`src/rtl/fifo_wr_arbiter_pkg.sv`:
```
// fifo_pkg: shared arbiter state type, default word width and clog2 helper
package fifo_pkg;

    typedef enum logic {IDLE, BURST} arb_state_t;

    localparam int DEF_DATA_WIDTH = 16;

    function automatic int clog2(input int v);
        int r;
        r = 0;
        while ((1 << r) < v) r++;
        return r;
    endfunction

endpackage

```
`src/rtl/fifo_wr_arbiter_rr_pick.sv`:
```
// rr_pick: combinational round-robin selector, first set req bit at or after start (wrapping)
module rr_pick #(
    parameter int N = 4,
    parameter int W = 2
) (
    input  logic [N-1:0] req,
    input  logic [W-1:0] start,
    output logic         found,
    output logic [W-1:0] idx
);

    // scan from the far end backwards so the candidate nearest to start wins
    always_comb begin
        found = 1'b0;
        idx   = '0;
        for (int k = N - 1; k >= 0; k--) begin
            if (req[(int'(start) + k) % N]) begin
                found = 1'b1;
                idx   = W'((int'(start) + k) % N);
            end
        end
    end

endmodule

```
`src/rtl/fifo_wr_arbiter.sv`:
```
// fifo_wr_arbiter: round-robin burst arbiter for one FIFO write port (ARB_STATS_EN adds grant counters)
module fifo_wr_arbiter
    import fifo_pkg::*;
#(
    parameter int DATA_WIDTH = DEF_DATA_WIDTH,
    parameter int NUM_REQ    = 4,
    parameter int MAX_BURST  = 8,
    localparam int IDX_W     = clog2(NUM_REQ),
    localparam int CNT_W     = clog2(MAX_BURST + 1)
) (
    input  logic                          clk,
    input  logic                          rst,
    input  logic [NUM_REQ-1:0]            req,
    input  logic [NUM_REQ*DATA_WIDTH-1:0] req_data,
    output logic [NUM_REQ-1:0]            gnt,
    input  logic                          fifo_full,
    output logic                          fifo_write,
    output logic [DATA_WIDTH-1:0]         fifo_data,
    output logic [IDX_W-1:0]              owner,
    output logic                          busy
`ifdef ARB_STATS_EN
    ,
    output logic [NUM_REQ*16-1:0]         stat_cnt
`endif
);

    localparam logic [CNT_W-1:0] MAX_C = CNT_W'(MAX_BURST);
    localparam logic [CNT_W-1:0] ONE_C = CNT_W'(1);
    localparam logic [IDX_W-1:0] TOP_I = IDX_W'(NUM_REQ - 1);

    arb_state_t       state_q, state_d;
    logic [IDX_W-1:0] owner_q, owner_d;
    logic [IDX_W-1:0] last_q, last_d;
    logic [CNT_W-1:0] cnt_q, cnt_d;
    logic [IDX_W-1:0] start, win, sel;
    logic             found, cont;

    assign start = (last_q == TOP_I) ? '0 : last_q + IDX_W'(1);

    rr_pick #(.N(NUM_REQ), .W(IDX_W)) u_pick (
        .req   (req),
        .start (start),
        .found (found),
        .idx   (win)
    );

    assign cont       = (state_q == BURST) && req[owner_q] && (cnt_q < MAX_C);
    assign fifo_write = |gnt;
    assign fifo_data  = fifo_write ? req_data[int'(sel)*DATA_WIDTH +: DATA_WIDTH] : '0;
    assign owner      = owner_q;
    assign busy       = (state_q == BURST);

    // continue the current burst or re-arbitrate without a bubble; full or reset blocks all grants
    always_comb begin
        state_d = state_q;
        owner_d = owner_q;
        last_d  = last_q;
        cnt_d   = cnt_q;
        gnt     = '0;
        sel     = '0;
        if (!rst && !fifo_full) begin
            if (cont) begin
                gnt[owner_q] = 1'b1;
                sel          = owner_q;
                cnt_d        = cnt_q + ONE_C;
            end else if (found) begin
                gnt[win] = 1'b1;
                sel      = win;
                owner_d  = win;
                last_d   = win;
                cnt_d    = ONE_C;
                state_d  = (MAX_BURST > 1) ? BURST : IDLE;
            end else begin
                state_d = IDLE;
            end
        end
    end

    // arbiter state; last starts at the top index so producer 0 is first after reset
    always_ff @(posedge clk) begin
        if (rst) begin
            state_q <= IDLE;
            owner_q <= '0;
            last_q  <= TOP_I;
            cnt_q   <= '0;
        end else begin
            state_q <= state_d;
            owner_q <= owner_d;
            last_q  <= last_d;
            cnt_q   <= cnt_d;
        end
    end

`ifdef ARB_STATS_EN
    for (genvar i = 0; i < NUM_REQ; i++) begin : g_stat
        logic [15:0] stat_q;
        // per-producer grant counter that sticks at all-ones
        always_ff @(posedge clk) begin
            if (rst) stat_q <= '0;
            else if (gnt[i] && stat_q != 16'hFFFF) stat_q <= stat_q + 16'd1;
        end
        assign stat_cnt[i*16 +: 16] = stat_q;
    end
`endif

endmodule

```
`config.mk`:
```
export PLATFORM = sky130hd
export DESIGN_NAME = fifo_wr_arbiter
export DESIGN_NICKNAME = d
export VERILOG_FILES = /design/src/rtl/fifo_wr_arbiter_pkg.sv /design/src/rtl/fifo_wr_arbiter_rr_pick.sv /design/src/rtl/fifo_wr_arbiter.sv
export SDC_FILE = /design/constraint.sdc
export NUM_CORES = 1
export LEC_CHECK = 0
export BUFFER_PORTS_ARGS = -buffer_cell sky130_fd_sc_hd__buf_2
export CAP_MARGIN = 20
export CELL_PAD_IN_SITES_DETAIL_PLACEMENT = 1
export CELL_PAD_IN_SITES_GLOBAL_PLACEMENT = 1
export CORE_UTILIZATION = 36
export DETAILED_ROUTE_END_ITERATION = 10
export GPL_TIMING_DRIVEN = 0
export HOLD_SLACK_MARGIN = 0.05
export PLACE_DENSITY = 0.95
export SYNTH_ARGS = -nofsm -noshare
export SYNTH_HDL_FRONTEND = slang
export SYNTH_SLANG_ARGS = --single-unit
```
`constraint.sdc`:
```
create_clock -name clk -period 8.1 [get_ports clk]
set_input_delay 0.405 -clock clk [delete_from_list [all_inputs] [get_ports clk]]
set_output_delay 0.405 -clock clk [all_outputs]
set_load 0.1 [all_outputs]
```
# Yosys cells after proc, flatten, opt, wreduce, memory -nomap -nowiden

Cells that the tools add are included.

Flip-flop bits (word level): 9
Word-level logic and storage cells: 75
Bits of input ports: 71
Output and inout port bits: 24

$lt $le $gt $ge: 9
Shift-type cells: 1
Reduce and logical (&&, ||, !) cells: 15
Equal/unequal tests: 1
Bitwise gates (word level): 4
Add/subtract/negate cells: 5
Muxes and demuxes: 36

Operators with widths:

| kind                | count |
|---|---|
| $shiftx 64x7->16    | 1 |
| $mux 4              | 5 |
| $mux 16             | 1 |
| $mux 2              | 8 |
| $mux 1              | 15 |
| $lt 3x4->1 const B  | 3 |
| $bmux 1 s2          | 5 |
| $lt 2x3->1 const B  | 3 |
| $reduce_or 2->1     | 3 |
| $logic_and 1x1->1   | 5 |
| $add 2x1->2 const B | 2 |
| $add 2x2->2 const B | 2 |
| $add 4x1->4 const B | 1 |
| $demux 1 s2         | 2 |
| $ge 2x1->1 const B  | 2 |
| $lt 4x4->1 const B  | 1 |
| $reduce_and 2->1    | 2 |
| $reduce_or 4->1     | 1 |
| $and 1x1->1 const A | 3 |
| $reduce_and 3->1    | 1 |
| $eq 2x2->1 const B  | 1 |
| $logic_not 1->1     | 2 |
| $reduce_bool 2->1   | 1 |
| $not 1->1           | 1 |

# Logic depth before layout (Yosys ltp)

Gate-level depths: netlist (run 1).

Depth in word-level cells: 21
Depth in mapped cells: 13
Depth with buffers taken out: 10

# By module

From an unflattened synthesis (run 1), not the netlist that was laid out.

Cells, all modules: 263
Area total of the unflattened synthesis: 1,794.2 µm²

By module, submodules not included:

| module          | sequential area each (µm²) | times used | cells each | area each (µm²) |
|---|---|---|---|---|
| fifo_wr_arbiter | 180.2                      | 1          | 250        | 1,716.6 |
| rr_pick         | 0.0                        | 1          | 13         | 77.6 |

# Worst setup path before layout (run 1)

OpenSTA, ideal clock, no wires.

Path type: register to output
From: register state_q, in the netlist busy
To: output gnt[1]
Cell stages (with the launch flop): 6
Required time: 7.695 ns
Slack: 3.351 ns
Path buffers: 2
Arrival: 4.344 ns
Cell sequence: dfxtp_1 or3b_2 o22a_1 buf_2 clkbuf_1 o32ai_1

Longest elaborated chain between the ends: 4

Ends and longest elaborated chain:

| element                         | RTL line              | text |
|---|---|---|
| start: declaration              | fifo_wr_arbiter.sv:31 | `arb_state_t state_q, state_d;` |
| start signal: assignment        | fifo_wr_arbiter.sv:87 | `state_q <= state_d;` |
| $logic_and 1x1->1 (2 in series) | fifo_wr_arbiter.sv:47 | `assign cont = (state_q == BURST) && req[owner_q] && (cnt_q < MAX_C);` |
| $mux 4                          | fifo_wr_arbiter.sv:62 | `if (cont) begin` |
| $mux 4                          | fifo_wr_arbiter.sv:61 | `if (!rst && !fifo_full) begin` |
| end: declaration                | fifo_wr_arbiter.sv:15 | `output logic [NUM_REQ-1:0] gnt,` |

No other way between the ends.

# Final worst setup path (run 1)

From: register last_q[0]
To: output fifo_data[4]

Longest elaborated chain between the ends: 19
Elaborated cells on any way between the ends: 39
Classes of those cells: add/sub (4); order compare (2); eq/ne (1); shift (1); mux (29); reduce/logical (2)

Ends and longest elaborated chain:

| element                                                        | RTL line                                                     | text |
|---|---|---|
| start: declaration                                             | fifo_wr_arbiter.sv:33                                        | `logic [IDX_W-1:0] last_q, last_d;` |
| start signal: assignment                                       | fifo_wr_arbiter.sv:89                                        | `last_q <= last_d;` |
| $add 2x1->2 or $eq 2x2->1 (tied branches)                      | fifo_wr_arbiter.sv:38                                        | `assign start = (last_q == TOP_I) ? '0 : last_q + IDX_W'(1);` |
| $mux 2 *                                                       | fifo_wr_arbiter.sv:38                                        |  |
| $add 2x2->2                                                    | fifo_wr_arbiter_rr_pick.sv:17, fifo_wr_arbiter_rr_pick.sv:19 |  |
| $bmux 1 s2                                                     | fifo_wr_arbiter_rr_pick.sv:17                                | `if (req[(int'(start) + k) % N]) begin` |
| $mux 1 (not written as such) (2 in series)                     | fifo_wr_arbiter_rr_pick.sv:17                                |  |
| $mux 2 (4 in series)                                           | fifo_wr_arbiter_rr_pick.sv:17                                |  |
| $lt 2x3->1 (not written as such) or $ge 2x1->1 (tied branches) | fifo_wr_arbiter.sv:67                                        | `gnt[win] = 1'b1;` |
| $logic_and 1x1->1 (not written as such)                        | fifo_wr_arbiter.sv:67                                        |  |
| $mux 1 (not written as such)                                   | fifo_wr_arbiter.sv:67                                        |  |
| $demux 1 s2                                                    | fifo_wr_arbiter.sv:67                                        |  |
| $mux 4                                                         | fifo_wr_arbiter.sv:66                                        | `end else if (found) begin` |
| $mux 4                                                         | fifo_wr_arbiter.sv:62                                        |  |
| $mux 4                                                         | fifo_wr_arbiter.sv:61                                        |  |
| $reduce_or 4->1                                                | fifo_wr_arbiter.sv:48                                        | `assign fifo_write = \|gnt;` |
| $mux 16 *                                                      | fifo_wr_arbiter.sv:49                                        | `assign fifo_data = fifo_write ? req_data[int'(sel)*DATA_WIDTH +: DATA_WIDTH] : '0;` |
| end: declaration                                               | fifo_wr_arbiter.sv:18                                        | `output logic [DATA_WIDTH-1:0] fifo_data,` |

Mark *: on every way between the ends. The rest lies on a longest branch, timed or not. The select of a mux whose other input is x is not followed.

==> out/metrics.cfg, run 1 <==
[worst_setup_path]
cp-startpoint=last_q[0]
worst_path_most_repeated_cell=buf_2
slowest_delay_ns=0.53
critPathSlowestCell=clkbuf_1
cp.arrival_ns=3.80
cp-end-kind=output port
start_kind=register
cp.required_ns=7.70
critPathBufInv=5
reg2reg_slack_ns=4.98
r2r_end=owner[0]
rr_worst_depth=10
crit_family=buffers and inverters
r2r_start=last_q[0]
cp_max_fo=10
criticalPathCategory=register to output port
path_cells=buf_6, inv_1, ha_1, buf_2, o2111ai_1, a32o_1, and2_1, nor3_1, clkbuf_1, a221o_1, buf_2

[detailed_routing]
first_iter_violations=190
drc=0
postRouteAntennaNets=0
firstDrtPassIters=5
detail_route.wl_per_cell_um=18.6
viasPerCell=6.23
vias=2946
finalWirelength_mm=8.81

[finish]
drive_gt1_share_pct=29.7
insertedDiodeCount=0
area_growth_syn_to_layout_pct=27.4
final_nets=476

[pwr]
power.static_leakage_nw=1.27
pwr_density_cell_nw_per_um2=278
total_power_w=0.000758
peakVddDrop_v=0.000149

[floorplan]
ioPinCount=95
die_area_um2=6260
initial_core_util_pct=38.2
core-area_um2=5610
rows=27
die_w_um=79.1
die_h_um=79.1

[timing]
timing.setup.tns_ns=0
worst_slew_pin_slew_ns=0.879
rsz0062_at_grt=no
final.setup.worst_slack_ns=3.90
slew_headroom_pct=41.0
period_share_pct=51.9
report.final.slew_viol_count=0
period_needed_ns=4.20
hold_violations=0
holdWs_ns=0.501
fin_skew_ns=0.00137
setup_violations=0
fmax_ghz=0.238

[worst_hold_path]
hold_path.class=register to register
hold_start=cnt_q[0]
holdPathEnd=cnt_q[3]
whs_path_depth=2

[synthesis]
syn_nets=381
netlist_area_um2=2140
syn_area_per_cell_um2=6.97
synth_common_cells=36 x a21oi_1, 35 x mux2i_1, 22 x nand2_1, 22 x nand2b_1, 22 x o21ai_0
synth_top_area_share_pct=16.4
synth_area_leader_cell=mux2i_1
synthDistinctLibCells=50
synthCells=307
async_flop_share_pct=0
netlist_top_cells_area=mux2i_1 16%, a21oi_1 8.4%, dfxtp_1 8.4%
ys_warn_count=0
synth.most_common_cell=a21oi_1
synth_edf_count=0
ys_seq_area_share_pct=8.42
ys_ff_latch=9
synth_top_flop_cell=dfxtp_1

[place]
pre_cts_ws_ns=4.21
globalplace.congestion=0.864
dp_hpwl_mm=6.75
portBuffers=90

[flow_run]
max_cap_viol_count=0

[clock_tree]
clock_path_buffers=2
cts_resized=0
cts.sinks=9
cts.hold.buffers_added=0
worstSkewPairLatency_ns=0.24
root_buffer=clkbuf_8
cts_tree=yes
cts.clk_slew.worst_paths_ns=0.05
cts_buffers=3
postCtsSetupBuffers=0
htree_levels=1

[global_routing]
grt_pass1_wl_mm=14.0
grt_usage_pct=27.7
gr-total-overflow=0
first_global_vias=2976
antenna_found_initial=0
grt_max_degree=11

[status]
status=completed

==> routing by layer <==
metal  vias to the layer above  GRT usage [%]  wire length, um
li1                       1354              -                -
met1                      1433           34.7             3800
met2                       141           48.9             4320
met3                        18           1.61              476
met4                         0           11.3              207
met5                         -              0                0
==> kinds of logic (layout without fill, tap and decap cells) <==
| logic type | count (synthesis) | after routing | synth area share [%] |
|---|---|---|---|
| and+or+nand+nor | 102 | 102 | 25.9 |
| AOI/OAI and AO/OA | 119 | 119 | 38.0 |
| DFF | 9 | 9 | 8.42 |
| xor gates and xnor gates | 1 | 1 | 0.409 |
| buffers and inverters | 37 | 131 | 8.65 |
| adders and majority gates | 3 | 3 | 1.75 |
| muxes | 36 | 36 | 16.9 |
==> area by class of cell <==
class	count	area, um^2
fill	790	2880
inverter	6	22.5
timing repair buffer	90	450
buffer	31	163
clock buffer	3	41.3
multi-input combinational	261	1780
sequential	9	180
tap	72	90.1
clock inverter	1	5.00
==> worst min-delay path: cells and delay by family, from the launching register on <==
kind,cells,cell delay (ns)
flops,1,0.32
simple gates,1,0.07
compound gates,1,0.06
==> power breakdown <==
part           switching (W)  internal [W]
Combinational       0.000455      0.000192
Sequential        0.00000694     0.0000503
Clock              0.0000193     0.0000336
Total               0.000482      0.000276
==> layout by cell type, fill, tap and decap left out, types with 2 or more instances in the layout <==
| cell | count |
|---|---|
| nand2b_1 | 22 |
| buf_6 | 4 |
| clkbuf_1 | 15 |
| a221o_1 | 16 |
| nand3_1 | 17 |
| o22a_1 | 2 |
| a31oi_1 | 3 |
| o21ai_0 | 22 |
| nor2_1 | 14 |
| a22oi_1 | 17 |
| mux2i_1 | 35 |
| a21oi_1 | 36 |
| or2_2 | 3 |
| buf_2 | 99 |
| o22ai_1 | 2 |
| o2111ai_1 | 2 |
| o21a_1 | 2 |
| nand3b_1 | 2 |
| nor3_1 | 8 |
| nand2_1 | 22 |
| inv_1 | 6 |
| o32ai_1 | 2 |
| a211oi_1 | 5 |
| or3b_2 | 2 |
| ha_1 | 3 |
| dfxtp_1 | 9 |
| and2_1 | 4 |
| clkbuf_8 | 3 |
==> flip-flops by register name, summed over array words and instances (netlist names) <==
signal  count
cnt_q       4
last_q      2
owner       2
busy        1
==> worst max path at each step <==
| stage | cells past startpoint | slack [ns] | end |
|---|---|---|---|
| 2_1_floorplan | 5 | 3.35 | gnt[1] |
| 3_3_place_gp | 11 | 4.32 | fifo_data[14] |
| 3_5_place_dp | 11 | 4.21 | fifo_data[4] |
| 4_1_cts | 11 | 3.96 | fifo_data[4] |
| 5_1_grt | 11 | 3.65 | fifo_data[4] |
| 6_report | 11 | 3.90 | fifo_data[4] |
==> metrics by stage <==
| stage | util [%] | cell area, um^2 | cells |
|---|---|---|---|
| global placement | 47.8 | 2680 | 469 |
| finish | 48.6 | 2730 | 473 |
| detailed placement | 47.8 | 2680 | 469 |
| global route | 48.6 | 2730 | 473 |
| CTS | 48.6 | 2730 | 473 |
| floorplan | - | 2140 | 307 |
(Power assumes the default switching activity.)
==> inputs of run 2 (changes only) <==
--- a/config.mk
+++ b/config.mk
@@ -5,15 +5,16 @@
 export SDC_FILE = /design/constraint.sdc
 export NUM_CORES = 1
 export LEC_CHECK = 0
+export ABC_AREA = 1
 export BUFFER_PORTS_ARGS = -buffer_cell sky130_fd_sc_hd__buf_2
 export CAP_MARGIN = 20
 export CELL_PAD_IN_SITES_DETAIL_PLACEMENT = 1
 export CELL_PAD_IN_SITES_GLOBAL_PLACEMENT = 1
-export CORE_UTILIZATION = 36
+export CORE_UTILIZATION = 27
 export DETAILED_ROUTE_END_ITERATION = 10
 export GPL_TIMING_DRIVEN = 0
 export HOLD_SLACK_MARGIN = 0.05
-export PLACE_DENSITY = 0.95
+export PLACE_DENSITY = 0.91
 export SYNTH_ARGS = -nofsm -noshare
 export SYNTH_HDL_FRONTEND = slang
 export SYNTH_SLANG_ARGS = --single-unit
==> constraint.sdc (replaced) <==
create_clock -name clk -period 4 [get_ports clk]
set_input_delay 0.2 -clock clk [delete_from_list [all_inputs] [get_ports clk]]
set_output_delay 0.2 -clock clk [all_outputs]
set_load 0.1 [all_outputs]
==> out/metrics.cfg, run 2 <==
[status]
status=completed

[global_routing]
grt_max_degree=11  ; unchanged
antenna_found_initial=0  ; unchanged
gr-total-overflow=0  ; unchanged
grt_usage_pct=19.8  ; -7.9 points
first_global_vias=2305  ; -23%
grt_pass1_wl_mm=10.0  ; -29%

[flow_run]
max_cap_viol_count=0  ; unchanged

[synthesis]
syn_nets=371  ; -2.6%
async_flop_share_pct=0  ; unchanged
ys_seq_area_share_pct=11.3  ; +2.9 points
syn_area_per_cell_um2=5.36  ; -23%
synthCells=297  ; -3.3%
netlist_area_um2=1590  ; -26%
synth_top_flop_cell=dfxtp_1
synth_top_area_share_pct=20.4  ; +4.1 points
synth_edf_count=0  ; unchanged
synth_common_cells=75 x nand2_1, 65 x inv_1, 65 x nand3_1
ys_ff_latch=9  ; unchanged
synthDistinctLibCells=28  ; -44%
netlist_top_cells_area=nand3_1 20%, nand2_1 18%, inv_1 15%
synth.most_common_cell=nand2_1
ys_warn_count=0  ; unchanged
synth_area_leader_cell=nand3_1

[detailed_routing]
firstDrtPassIters=4  ; -1
viasPerCell=4.72  ; -24%
drc=0  ; unchanged
finalWirelength_mm=6.10  ; -31%
detail_route.wl_per_cell_um=13.1  ; -30%
first_iter_violations=53  ; -72%
vias=2198  ; -25%
postRouteAntennaNets=0  ; unchanged

[finish]
final_common_cell=buf_2
area_growth_syn_to_layout_pct=41.8
final_util_pct=40.2  ; -8.4 points
final_area_um2=2260  ; -17%
layout_common_cells=95 x buf_2, 75 x nand2_1, 65 x inv_1, 65 x nand3_1
largest-register=cnt_q
insertedDiodeCount=0  ; unchanged
largest_reg_flops=4  ; unchanged
drive_gt1_share_pct=33.8  ; +4.1 points
final_nets=469  ; -1.5%
fill_cells=831  ; +5.2%

[worst_setup_path]
r2r_end=owner[0]
cp.required_ns=3.80  ; -3.90 ns
cp-startpoint=last_q[0]
worst_path_most_repeated_cell=nand3_1
worst-path-stages=14  ; +3
endpoint=fifo_data[13]
path_cells=inv_2, ha_1, inv_1, nand3_1, nand3_1, nand2_1, nand3_1, nand3_1, nand3_2, inv_1, buf_4, nand3_1, a21oi_2, buf_2
slowest_delay_ns=0.46  ; -0.07 ns
cp-end-kind=output port
reg2reg_slack_ns=1.70  ; -3.28 ns
cp.arrival_ns=3.19  ; -0.61 ns
critPathBufInv=5  ; unchanged
start_kind=register
rr_worst_depth=12  ; +2
criticalPathCategory=register to output port
critPathSlowestCell=dfxtp_1
cp_max_fo=10  ; unchanged
r2r_start=last_q[0]
crit_family=buffers and inverters

[timing]
worst_slew_pin_slew_ns=0.792  ; -0.0867 ns
hold_violations=0  ; unchanged
timing.setup.tns_ns=0  ; unchanged
report.final.slew_viol_count=0  ; unchanged
fmax_ghz=0.295
setup_violations=0  ; unchanged
period_share_pct=84.7
slew_headroom_pct=47.2  ; +6.2 points
rsz0062_at_grt=no
fin_skew_ns=0.00203  ; +0.000656 ns
period_needed_ns=3.39
final.setup.worst_slack_ns=0.611  ; -3.29 ns

[clock_tree]
root_buffer=clkbuf_8
clock_path_buffers=2  ; unchanged
cts_tree=yes
cts.clk_slew.worst_paths_ns=0.05  ; about the same
worstSkewPairLatency_ns=0.23  ; about the same
cts_resized=0  ; unchanged
cts.sinks=9  ; unchanged
htree_levels=1  ; unchanged
cts.hold.buffers_added=0  ; unchanged
postCtsSetupBuffers=0  ; unchanged
cts_buffers=3  ; unchanged

[place]
pre_cts_ws_ns=0.813  ; -3.40 ns
dp_hpwl_mm=5.11  ; -24%
portBuffers=93  ; +3.3%
globalplace.congestion=0.791  ; -8.4%
dpl-instance-area_um2=2210  ; -17%

[pwr]
power.static_leakage_nw=1.34  ; +5.7%
pwr_density_cell_nw_per_um2=523  ; +88%
peakVddDrop_v=0.000238  ; +60%

[worst_hold_path]
hold_path.class=input pin to register

[floorplan]
core-area_um2=5610  ; unchanged
rows=27  ; unchanged
die_h_um=78.8  ; -0.43%
die_w_um=78.8  ; -0.43%
ioPinCount=95  ; unchanged
die_area_um2=6210  ; -0.86%
initial_core_util_pct=28.4  ; -9.8 points

-- run 2: per-layer routing --
layer	global-route usage, %	vias up	wire length (um)
li1	-	1133	-
met5	0	-	0
met4	3.89	0	45
met3	1.49	6	269
met1	23.1	994	2620
met2	38.7	65	3160
-- run 2: per-stage QoR --
step,power (W),std cells,hold WS (ns)
2_1_floorplan,0.000890,297,0.456
3_3_place_gp,0.00105,462,0.467
3_5_place_dp,0.00108,462,0.475
4_1_cts,0.00119,466,0.355
5_1_grt,0.00127,466,0.369
6_report,0.00118,466,0.348
-- run 2: how the worst min path moves through the flow --
stage,cells after the start,end,slack [ns],start
6_report,2,cnt_q[2],0.35,rst
3_3_place_gp,2,cnt_q[1],0.47,cnt_q[1]
2_1_floorplan,2,cnt_q[3],0.46,cnt_q[3]
5_1_grt,2,owner[1],0.37,rst
3_5_place_dp,2,busy,0.48,busy
4_1_cts,2,cnt_q[2],0.35,rst
-- run 2: logic make-up after synthesis --
logic type	after synthesis	share of synthesized area, %
AOI/OAI and AO/OA	29	9.91
and+or+nand+nor	175	54.0
adders and majority gates	3	2.36
DFF	9	11.3
buffers and inverters	80	21.9
xor gates and xnor gates	1	0.550
-- run 2: worst reg2reg max path: cells and delay by family (launching register included) --
family                     cells  cell delay [ns]
buffers and inverters          3             0.44
adders and majority gates      1             0.36
AOI/OAI and AO/OA              1             0.07
and+or+nand+nor                7             0.88
DFF                            1             0.46
-- run 2: area by class of cell --
type,count,area [um^2],share of cell area [%]
Multi-Input combinational cell,208,1130,50.0
Sequential cell,9,180,7.98
Buffer,14,100,4.43
Inverter,66,248,11.0
Tap cell,72,90.1,3.99
Timing Repair Buffer,93,465,20.6
Clock buffer,4,45.0,2.00
-- run 2: power by group --
group | switching (W) | internal [W] | total [W]
combinational | 0.000702 | 0.000248 | 0.000950
clock | 0.0000351 | 0.0000694 | 0.000105
sequential | 0.0000219 | 0.000105 | 0.000127
